<file path="config.mk">
export PLATFORM = sky130hd
export DESIGN_NAME = sw_debounce
export DESIGN_NICKNAME = d
export VERILOG_FILES = /design/src/rtl/sw_debounce.sv
export SDC_FILE = /design/constraint.sdc
export NUM_CORES = 1
export LEC_CHECK = 0
export ABC_AREA = 1
export BUFFER_PORTS_ARGS = -buffer_cell sky130_fd_sc_hd__buf_2
export CAP_MARGIN = 10
export CORE_MARGIN = 2
export CORE_UTILIZATION = 45
export CTS_CLUSTER_DIAMETER = 80
export DETAILED_ROUTE_END_ITERATION = 8
export GPL_TIMING_DRIVEN = 0
export RECOVER_POWER = 25
export SYNTH_ARGS = -nofsm -noshare
export SYNTH_HDL_FRONTEND = slang
export SYNTH_SLANG_ARGS = --single-unit
export TNS_END_PERCENT = 100
</file>
<file path="constraint.sdc">
create_clock -name clk -period 4.15 [get_ports clk]
set_input_delay 0.6225 -clock clk [delete_from_list [all_inputs] [get_ports clk]]
set_output_delay 0.6225 -clock clk [all_outputs]
set_load 0.01 [all_outputs]
</file>
<file path="src/rtl/sw_debounce.sv">
// sw_debounce: two-flop synchroniser plus a shared tick prescaler and per-bit stability filter.
// Optional macro SW_DEBOUNCE_PULSE_EN adds sw_changed, a one-cycle per-bit change strobe.
module sw_debounce #(
  parameter int unsigned      WIDTH        = 14,
  parameter int unsigned      CLK_DIV      = 50000,
  parameter int unsigned      STABLE_TICKS = 10,
  parameter logic [WIDTH-1:0] RESET_VAL    = '0
) (
  input  logic             clk,
  input  logic             reset,
  input  logic [WIDTH-1:0] sw_raw,
  input  logic             bypass,
  output logic [WIDTH-1:0] sw_out,
  output logic             tick
`ifdef SW_DEBOUNCE_PULSE_EN
  ,
  output logic [WIDTH-1:0] sw_changed
`endif
);

  localparam int unsigned    PW      = (CLK_DIV > 1) ? $clog2(CLK_DIV) : 1;
  localparam int unsigned    CW      = $clog2(STABLE_TICKS + 1);
  localparam logic [PW-1:0]  PRE_MAX = PW'(CLK_DIV - 1);
  localparam logic [CW-1:0]  CNT_MAX = CW'(STABLE_TICKS - 1);

  logic [WIDTH-1:0] r_sync1;
  logic [WIDTH-1:0] r_sync2;
  logic [PW-1:0]    r_pre;
  logic             r_tick;
  logic [CW-1:0]    r_cnt     [WIDTH];
  logic [CW-1:0]    w_cnt_nxt [WIDTH];
  logic [WIDTH-1:0] r_sw_out;
  logic [WIDTH-1:0] w_sw_out_nxt;

  // NOTE: sequential state uses non-blocking assignments so every flop samples pre-edge values.
  always_ff @(posedge clk or posedge reset) begin
    if (reset) begin
      r_sync1 <= RESET_VAL;
      r_sync2 <= RESET_VAL;
    end else begin
      r_sync1 <= sw_raw;
      r_sync2 <= r_sync1;
    end
  end

  // Free-running prescaler; tick is the registered wrap strobe, independent of bypass.
  always_ff @(posedge clk or posedge reset) begin
    if (reset) begin
      r_pre  <= '0;
      r_tick <= 1'b0;
    end else begin
      r_tick <= (r_pre == PRE_MAX);
      r_pre  <= (r_pre == PRE_MAX) ? '0 : r_pre + PW'(1);
    end
  end

  // NOTE: defaults first so every path assigns every output and no latch is inferred.
  always_comb begin
    w_sw_out_nxt = r_sw_out;
    w_cnt_nxt    = r_cnt;
    for (int i = 0; i < int'(WIDTH); i++) begin
      if (bypass) begin
        w_sw_out_nxt[i] = r_sync2[i];
        w_cnt_nxt[i]    = '0;
      end else if (r_sync2[i] == r_sw_out[i]) begin
        w_cnt_nxt[i] = '0;
      end else if (r_tick) begin
        if (r_cnt[i] == CNT_MAX) begin
          w_sw_out_nxt[i] = r_sync2[i];
          w_cnt_nxt[i]    = '0;
        end else begin
          w_cnt_nxt[i] = r_cnt[i] + CW'(1);
        end
      end
    end
  end

  always_ff @(posedge clk or posedge reset) begin
    if (reset) begin
      r_sw_out <= RESET_VAL;
      r_cnt    <= '{default: '0};
    end else begin
      r_sw_out <= w_sw_out_nxt;
      r_cnt    <= w_cnt_nxt;
    end
  end

  assign sw_out = r_sw_out;
  assign tick   = r_tick;

`ifdef SW_DEBOUNCE_PULSE_EN
  logic [WIDTH-1:0] r_sw_changed;

  // Strobe is high during the first cycle sw_out shows its new value.
  always_ff @(posedge clk or posedge reset) begin
    if (reset) r_sw_changed <= '0;
    else       r_sw_changed <= w_sw_out_nxt ^ r_sw_out;
  end

  assign sw_changed = r_sw_changed;
`endif

endmodule

</file>
==> impl_metrics.json, run 1 <==
{
  "status": "finished, final reports clean",
  "cp.depth": 1,
  "place_ws_ps": 2330,
  "power.density_nw_per_um2": 436,
  "gp_congestion": 0.840,
  "switchingPower_mw": 0.752,
  "register_area_um2": 2880,
  "multi_input_area_um2": 2410,
  "crit_slowest_cell": "dfrtp_1",
  "hold_viol_final": 0,
  "yosysSeqAreaShare_pct": 50.7,
  "gr-total-overflow": 0,
  "insertion_delay_ps": 420,
  "synth_edf_count": 0,
  "reg2reg_depth": 6,
  "post-route-min-period_ps": 1780,
  "htreeDepth": 4,
  "pwr-share-comb_pct": 8.9,
  "cp_num_buf_inv": 1,
  "worstSetupPathType": "flop to primary output",
  "netlist.area_leader.share_pct": 50.7,
  "postSynthCellCount": 674,
  "worst_pin_slew_ps": 818,
  "p_int_mw": 2.15,
  "start_util_pct": 45.5,
  "rows": 41,
  "cts_tree": "built",
  "synthTopCellsByCount": "nand2_1, dfrtp_1, inv_1",
  "cts_hold_buf": 0,
  "grt_pass1_wl_um": 18800,
  "yosys_warnings": 0,
  "slew_viol_final": 0,
  "drt_iter0_drc": 263,
  "syn2layout_area_growth_pct": 17.4,
  "slew_headroom_pct": 45.1,
  "drc": 0,
  "setup_viol": 0,
  "firstDrtPassIters": 5,
  "finalWorstSetupSlack_ps": 2370,
  "drv_cap": 0,
  "wl_per_cell_um": 11.8,
  "antenna_left": 0,
  "hpwl_um": 7230,
  "path_clk_slew_ps": 60,
  "pwr-share-seq_pct": 42.2,
  "startpoint_type": "flop",
  "ys_async_sr_fraction_pct": 100,
  "grt_pass1_vias": 4199,
  "post_cts_buffers": 0,
  "cp_top_family": "flip-flops",
  "arrival_ps": 1160,
  "hp-class": "input pin to async pin",
  "ir_worst_vdd_mv": 0.343,
  "ctsResizeCount": 0,
  "track_usage_pct": 17.9,
  "rsz0062_at_grt": "false",
  "fillers": 1121,
  "core-area_um2": 12500,
  "drive_above_1_share_pct": 11.4,
  "antenna_cells": 0,
  "root_buffer": "clkbuf_16",
  "die_h_um": 116,
  "p_leak_nw": 3.36,
  "antenna_found_initial": 0,
  "ys_types": 28,
  "viasPerCell": 4.81,
  "clkPwrFrac_pct": 48.9,
  "max_stage_delay_ps": 540,
  "synthFlopType": "dfrtp_1",
  "path_cells": "buf_2",
  "ys_seq_elements": 115,
  "die-area_um2": 13500,
  "cts_made_buffers": 17,
  "final_nets": 771,
  "synth_area_leaders": "dfrtp_1, nand2_1, ha_1, inv_1, nand3_1",
  "vias": 4378,
  "avgSynthCellArea_um2": 8.41,
  "cts.path.max_buffers": 2,
  "syn_area_um2": 5670,
  "max_freq_mhz": 561,
  "skew_ps": 4.66,
  "grt_max_degree": 100,
  "yosysMostFrequentCell": "nand2_1",
  "synth_top_area_cell": "dfrtp_1",
  "switching_share_pct": 25.9,
  "die_w_um": 116,
  "io_pins": 32,
  "critPathRequiredTime_ps": 3530,
  "syn_nets": 720,
  "holdWs_ps": 308,
  "worstSetupEndpointType": "primary output",
  "worst-path-max-fanout": 6,
  "wirelength_um": 10700,
  "fin_crit_sh_pct": 43.0,
  "port_buffers": 31,
  "clock-sinks": 115
}
==> metal layers <==
layer | global-route usage, % | vias to the layer above | wire, µm
met2 | 28.9 | 60 | 5070
met4 | 7.46 | 0 | 200
li1 | - | 2257 | -
met1 | 21.9 | 2043 | 4990
met5 | 0 | - | 0
met3 | 6.02 | 18 | 465
==> registers in the layout, summed over array words and instances, names as in the netlist <==
signal   flops
tick         1
sw_out      14
r_cnt       56
r_sync1     14
r_sync2     14
r_pre       16
==> cells in the final DEF, fill, tap and decap left out, types with 7 or more instances in the layout <==
cell type	instances
inv_1	87
o21ai_1	9
nor3_1	7
xor2_1	22
nand4_1	14
nand3_1	53
o21ai_0	38
nor2_1	59
buf_2	34
ha_1	29
a21oi_1	13
nand2_1	185
clkbuf_16	17
dfrtp_1	115
==> power by group through the flow <==
stage / Combinational (mW) / Clock [mW] / Sequential (mW)
floorplan: 0.176 / 0 / 1.24
global placement: 0.250 / 0 / 1.24
detailed placement: 0.262 / 0 / 1.24
CTS: 0.265 / 1.46 / 1.22
global route: 0.304 / 1.50 / 1.23
finish: 0.259 / 1.42 / 1.22
==> path summary, 6_finish.rpt <==
| path | startpoint | end | slack, ps |
|---|---|---|---|
| max | tick | tick | 2370 |
| min | reset | r_sync2[8] | 310 |
| max reg2reg | tick | r_cnt[26] | 2560 |
| min reg2reg | r_sync1[5] | r_sync2[5] | 340 |
| max in group asynchronous | reset | sw_out[9] | 2940 |
| min in group clk | sw_raw[13] | r_sync1[13] | 310 |
==> cells by family (layout without fill, tap and decap cells) <==
| logic type | after synthesis | count (layout) | synth area share (%) |
|---|---|---|---|
| DFF | 115 | 115 | 50.7 |
| and+or+nand+nor | 334 | 334 | 25.0 |
| AOI/OAI and AO/OA | 72 | 72 | 6.82 |
| adders and majority gates | 29 | 29 | 6.40 |
| xor gates and xnor gates | 25 | 25 | 3.86 |
| muxes | 2 | 2 | 0.353 |
| buffers and inverters | 97 | 161 | 6.82 |
==> layout make-up <==
class	count	share of cell area, %
Buffer	6	0.677
Multi-Input combinational cell	462	36.2
Clock inverter	15	2.41
Timing Repair Buffer	32	2.74
Tap cell	172	3.23
Inverter	91	5.15
Clock buffer	17	6.39
Sequential cell	115	43.2
==> through the flow <==
step | std cells | power [mW] | utilization [%] | area (µm²) | setup TNS [ps]
after global placement | 877 | 1.49 | 48.5 | 6040 | -106780
final | 910 | 2.90 | 53.4 | 6660 | 0
after global routing | 910 | 3.04 | 53.4 | 6660 | 0
after CTS | 910 | 2.94 | 53.4 | 6660 | 0
after floorplan | 674 | 1.42 | - | 5670 | 0
after detailed placement | 878 | 1.50 | 48.7 | 6070 | 0
(Power assumes the default switching activity.)
==> inputs of run 2 (changes only) <==
ABC_AREA = 0   (was 1)
clock period = 1.55 ns   (was 4.15 ns; I/O delays follow)
==> run 2 against run 1 <==
Net effect:
- the flow now finishes with violations (hold timing, setup timing)
- area after synthesis fell by 6.0%
- total power grew to 2.6 times the previous value
- combinational power grew 110%
- synthesized cell count fell by 26%
- largest power group unchanged
- sequential share of layout area fell by 1.1 points
- via count is 12% lower
- critical path depth up 3
- clock power rose to 2.8 times the previous value
- die area down 5.8%
- utilization grew 6.3 points
- clock skew grew 0.76 ps
==> impl_metrics.json, run 2 <==
{
  "grt_pass1_vias": 3835,
  "rows": 39,
  "setup_viol": 5,
  "yosys_warnings": 0,
  "worstSetupEndpoint": "r_pre[1]",
  "synthFlopType": "dfrtp_1",
  "largest_register_ffs": 56,
  "p_total_mw": 7.67,
  "worstSetupPathType": "flop to flop",
  "start_util_pct": 46.5,
  "startpoint_type": "flop",
  "post-route-min-period_ps": 1560,
  "reg2reg_depth": 4,
  "hp-class": "input pin to async pin",
  "drt_iter0_drc": 171,
  "holdWs_ps": -49.1,
  "slew_headroom_pct": 48.6,
  "root_buffer": "clkbuf_16",
  "status": "finished with violations",
  "worst-path-max-fanout": 8,
  "gp_congestion": 0.829,
  "insertion_delay_ps": 410,
  "max_freq_mhz": 641,
  "core-area_um2": 11500,
  "grt_max_degree": 36,
  "die-area_um2": 12700,
  "worstSetupEndpointType": "flop",
  "die_w_um": 113,
  "htreeDepth": 4,
  "hpwl_um": 6870,
  "hold_viol_final": 34,
  "final_nets": 630,
  "worst-r2r-setup-slack_ps": -10,
  "drv_cap": 0,
  "viasPerCell": 5.21,
  "power.density_nw_per_um2": 1120,
  "drive_above_1_share_pct": 25.8,
  "vias": 3854,
  "cp-startpoint": "r_pre[10]",
  "netlist.area_leader.share_pct": 54.0,
  "postSynthCellCount": 498,
  "critPathRequiredTime_ps": 1850,
  "yosysSeqAreaShare_pct": 54.0,
  "ys_seq_elements": 115,
  "p_leak_nw": 3.14,
  "yosysMostFrequentCell": "dfrtp_1",
  "failed_checks": "hold timing, setup timing",
  "ys_async_sr_fraction_pct": 100,
  "r2r_start": "r_pre[10]",
  "cts.path.max_buffers": 2,
  "wirelength_um": 10500,
  "antenna_cells": 0,
  "instances_no_fill": 740,
  "cts_made_buffers": 17,
  "die_h_um": 113,
  "antenna_found_initial": 0,
  "firstDrtPassIters": 4,
  "synth_area_leaders": "dfrtp_1, ha_1, mux2_2, nand2_1, xor2_1",
  "arrival_ps": 1860,
  "synth_edf_count": 0,
  "synth_top_area_cell": "dfrtp_1",
  "fin_crit_sh_pct": 101,
  "rsz0062_at_grt": "true",
  "syn_area_um2": 5330,
  "ys_types": 40,
  "finalWorstSetupSlack_ps": -10.9,
  "gr-total-overflow": 0,
  "worst_pin_slew_ps": 770,
  "worst_r2r_endpoint": "r_pre[1]",
  "clock-sinks": 115,
  "slew_viol_final": 0,
  "reg_top3": "r_cnt (56), r_pre (16)",
  "fin_util_pct": 59.7,
  "syn_nets": 544,
  "ir_worst_vdd_mv": 0.849,
  "skew_ps": 5.42,
  "cts_tree": "built",
  "antenna_left": 0,
  "wl_per_cell_um": 14.2,
  "drc": 0,
  "avgSynthCellArea_um2": 10.7,
  "final_common_cell": "dfrtp_1",
  "syn2layout_area_growth_pct": 28.5,
  "path_clk_slew_ps": 50,
  "io_pins": 32,
  "port_buffers": 31,
  "layout_common_cells": "dfrtp_1, nand2_1, buf_2",
  "synthTopCellsByCount": "dfrtp_1, nand2_1, nor2_1",
  "placed_cells": 675,
  "grt_pass1_wl_um": 17800,
  "track_usage_pct": 17.7,
  "top_register": "r_cnt"
}
==> run 2: changes by cell type after synthesis, sizes merged, moves of 18 or more <==
cell / change
inv: -71
nor2: -24
mux2: +18
nand2: -133
o21ai: -20
nand3: -35
==> run 2: how the worst min path moves through the flow <==
stage                   to  slack, ps  cells after the start
2_1_floorplan   r_sync1[0]        260                      0
3_3_place_gp   r_sync2[13]        330                      0
3_5_place_dp    r_sync2[0]        330                      0
4_1_cts        r_sync2[11]        -30                      2
5_1_grt        r_sync2[11]          5                      2
6_report       r_sync2[11]        -50                      2
==> run 2: cells by family (layout without fill, tap and decap cells) <==
group	Yosys count	count (layout)	synth area share, %
AOI/OAI and AO/OA	80	80	8.73
xor gates and xnor gates	36	36	5.92
adders and majority gates	29	29	6.81
buffers and inverters	30	129	2.18
DFF	115	115	54.0
muxes	19	19	3.99
and+or+nand+nor	189	189	18.4
==> run 2: final cells by class <==
type / count / area (µm²)
clock inverters: 11 / 133
inverters: 20 / 78.8
clock buffers: 21 / 470
plain buffers: 9 / 63.8
flip-flops and latches: 115 / 2880
multi-input cells: 353 / 2520
fillers: 929 / 4620
well taps: 143 / 179
repair buffers: 68 / 515
==> run 2: power breakdown <==
part	switching [mW]	leakage [nW]	internal, mW	total, mW
clock	1.32	0.302	2.63	3.95
sequential	0.0759	1.49	3.10	3.18
combinational	0.299	1.35	0.238	0.536
total	1.70	3.14	5.97	7.67
==> run 2: worst max-delay path: stages (launching register included) <==
cell	delay (ps)
dfrtp_1	380
or4b_4	550
nor4_4	280
buf_6	190
nor2b_1	50
==> run 2: repair_timing <==
item,CTS,global route
gates resized for setup,25,37
endpoints found under the hold margin,48,0
hold buffers,14,0
setup buffers,5,15
endpoints found under the setup margin,74,39
pin swaps,5,6
==> run 2: metrics by stage <==
stage	worst slack, ps	TNS [ps]	cell area, µm²	hold slack, ps
global route	-127	-608	6850	5.01
floorplan	-89.9	-9510	5330	264
global placement	-868	-118730	5670	331
detailed placement	-581	-20780	5740	335
finish	-10.9	-33.0	6850	-49.1
CTS	-11.4	-32.0	6590	-32.2
==> run 2: layer usage <==
layer  routed length, µm  global-route usage [%]  up-vias
li1                    -                       -     1903
met5                   0                       0        -
met4                 141                    6.34        0
met1                4820                    22.1     1900
met3                 348                    6.05       12
met2                5190                    28.8       39
==> inputs of run 3 (changes only) <==
PLACE_DENSITY_LB_ADDON = 0.2   (was default)
==> run 3 against run 2 <==
Net effect:
- the run ends with setup timing left
- largest cell class unchanged
- cell count up 0.95%
- critical path type unchanged
- routed wire length up 4.3%
- sequential share of layout area down 0.34 points
- clock-buffer cell count down 3
- utilization up 0.46 points
- sequential power about the same
- register-to-register slack worse by 60 ps
- worst setup slack worse by 59 ps
- largest power group unchanged
- design area up 0.77%
- hold slack better by 390 ps
- total power up 3.6%
- critical endpoint is now r_pre[8]
- combinational power up 4.5%
==> impl_metrics.json, run 3 (synthesis results as in run 2) <==
{
  "final_nets": 637,
  "register_area_um2": 2880,
  "clock-sinks": 115,
  "worstSetupPathType": "flop to flop",
  "wirelength_um": 11000,
  "layout_common_cells": "dfrtp_1, nand2_1, buf_2",
  "fin_crit_sh_pct": 105,
  "multi_input_area_um2": 2500,
  "max_freq_mhz": 617,
  "r2r_start": "r_pre[12]",
  "failed_checks": "setup timing",
  "cp-startpoint": "r_pre[12]",
  "slew_headroom_pct": 62.5,
  "reg2reg_depth": 4,
  "start_util_pct": 46.5,
  "htreeDepth": 4,
  "track_usage_pct": 17.9,
  "rsz0062_at_grt": "true",
  "crit_slowest_cell": "or4bb_4",
  "arrival_ps": 1920,
  "cp_top_family": "simple AND/OR/NAND/NOR gates",
  "drv_cap": 0,
  "status": "finished with violations",
  "finalWorstSetupSlack_ps": -69.9,
  "max_stage_delay_ps": 540,
  "gr-total-overflow": 0,
  "cts_made_buffers": 17,
  "reg_top3": "r_cnt (56), r_pre (16)",
  "setup_viol": 9,
  "hpwl_um": 6690,
  "firstDrtPassIters": 4,
  "hold_start": "r_sync1[9]",
  "grt_max_degree": 43,
  "core-area_um2": 11500,
  "p_total_mw": 7.94,
  "path_clk_slew_ps": 50,
  "grt_pass1_vias": 3855,
  "skew_ps": 6.15,
  "worst_pin_slew_ps": 562,
  "place_ws_ps": -498,
  "worstSetupEndpointType": "flop",
  "grt_pass1_wl_um": 18000,
  "p_leak_nw": 3.17,
  "cp_num_buf_inv": 1,
  "root_buffer": "clkbuf_16",
  "drc": 0,
  "antenna_left": 0,
  "holdPathStages": 0,
  "post-route-min-period_ps": 1620,
  "die_h_um": 113,
  "gp_congestion": 0.762,
  "path_cells": "or4bb_4, nor4_4, buf_4, nor2_1",
  "slew_viol_final": 0,
  "power.density_nw_per_um2": 1150,
  "io_pins": 32,
  "syn2layout_area_growth_pct": 29.4,
  "insertion_delay_ps": 410,
  "cts.path.max_buffers": 2,
  "die_w_um": 113,
  "ir_worst_vdd_mv": 1.62,
  "rows": 39,
  "critPathRequiredTime_ps": 1850,
  "die-area_um2": 12700,
  "worst-path-max-fanout": 4,
  "drt_iter0_drc": 168,
  "cts_tree": "built",
  "fillers": 944,
  "hp-class": "flop to flop",
  "final_common_cell": "dfrtp_1",
  "port_buffers": 31,
  "viasPerCell": 5.20,
  "wl_per_cell_um": 14.7,
  "antenna_cells": 0,
  "startpoint_type": "flop",
  "largest_register_ffs": 56,
  "vias": 3882,
  "cp.depth": 4,
  "top_register": "r_cnt",
  "antenna_found_initial": 0,
  "hold_viol_final": 0,
  "drive_above_1_share_pct": 26.2
}
## run 3: cell types whose count changed in the layout (fill, tap and decap cells not counted), sizes merged
cell         before  now
clkinvlp          2    5
clkinv            7    5
bufinv            3    5
inv              19   20
dlygate4sd3      14   15
buf              58   62
clkbuf           26   24
## run 3: worst register-to-register path: stages (launching register included)
cell and delay [ps]:
dfrtp_2 430, or4bb_4 540, nor4_4 300, buf_4 200, nor2_1 40
## run 3: timing repair
action	in CTS	in global routing
hold endpoints to repair	33	0
setup buffers	4	21
gates resized for setup	19	37
endpoints found under the setup margin	74	80
pin swaps	7	8
gates cloned	0	1
hold buffers	15	0
## run 3: cell type report
cell class | count | share of cell area [%]
inverters | 20 | 1.11
multi-input cells | 353 | 36.3
well taps | 143 | 2.59
plain buffers | 9 | 0.925
clock buffers | 18 | 6.22
clock inverters | 14 | 3.05
flip-flops and latches | 115 | 41.8
repair inverters | 1 | 0.0725
repair buffers | 74 | 8.00
## run 3: final timing paths
path | end | slack, ps
worst min register to register | r_sync2[9] | 340
worst min-delay path | r_sync2[9] | 340
worst max register to register | r_pre[8] | -70
min in group asynchronous | r_sync1[12] | 410
worst max-delay path | r_pre[8] | -70
max in group asynchronous | r_cnt[0] | 120
## run 3: stage by stage
stage	instance area, µm²	util [%]	setup TNS [ps]	std cells	hold WS (ps)
2_1_floorplan	5330	-	-9510	498	264
3_3_place_gp	5670	49.4	-116370	672	333
3_5_place_dp	5730	50.0	-20070	675	279
4_1_cts	6600	57.5	-105	725	306
5_1_grt	6900	60.2	-3700	747	354
6_report	6900	60.2	-527	747	344
## run 3: power by group
group	total (mW)	switching, mW	internal [mW]
logic	0.560	0.309	0.251
registers	3.18	0.0739	3.10
clock network	4.21	1.37	2.84
total	7.94	1.75	6.19
## run 3: layer usage
metal | vias to the layer above | track usage [%] | share of wire [%]
met2 | 56 | 28.7 | 51
met4 | 0 | 7.56 | 1.3
met1 | 1901 | 22.1 | 44
met3 | 15 | 6.37 | 3.2
li1 | 1910 | - | -
met5 | - | 0 | 0
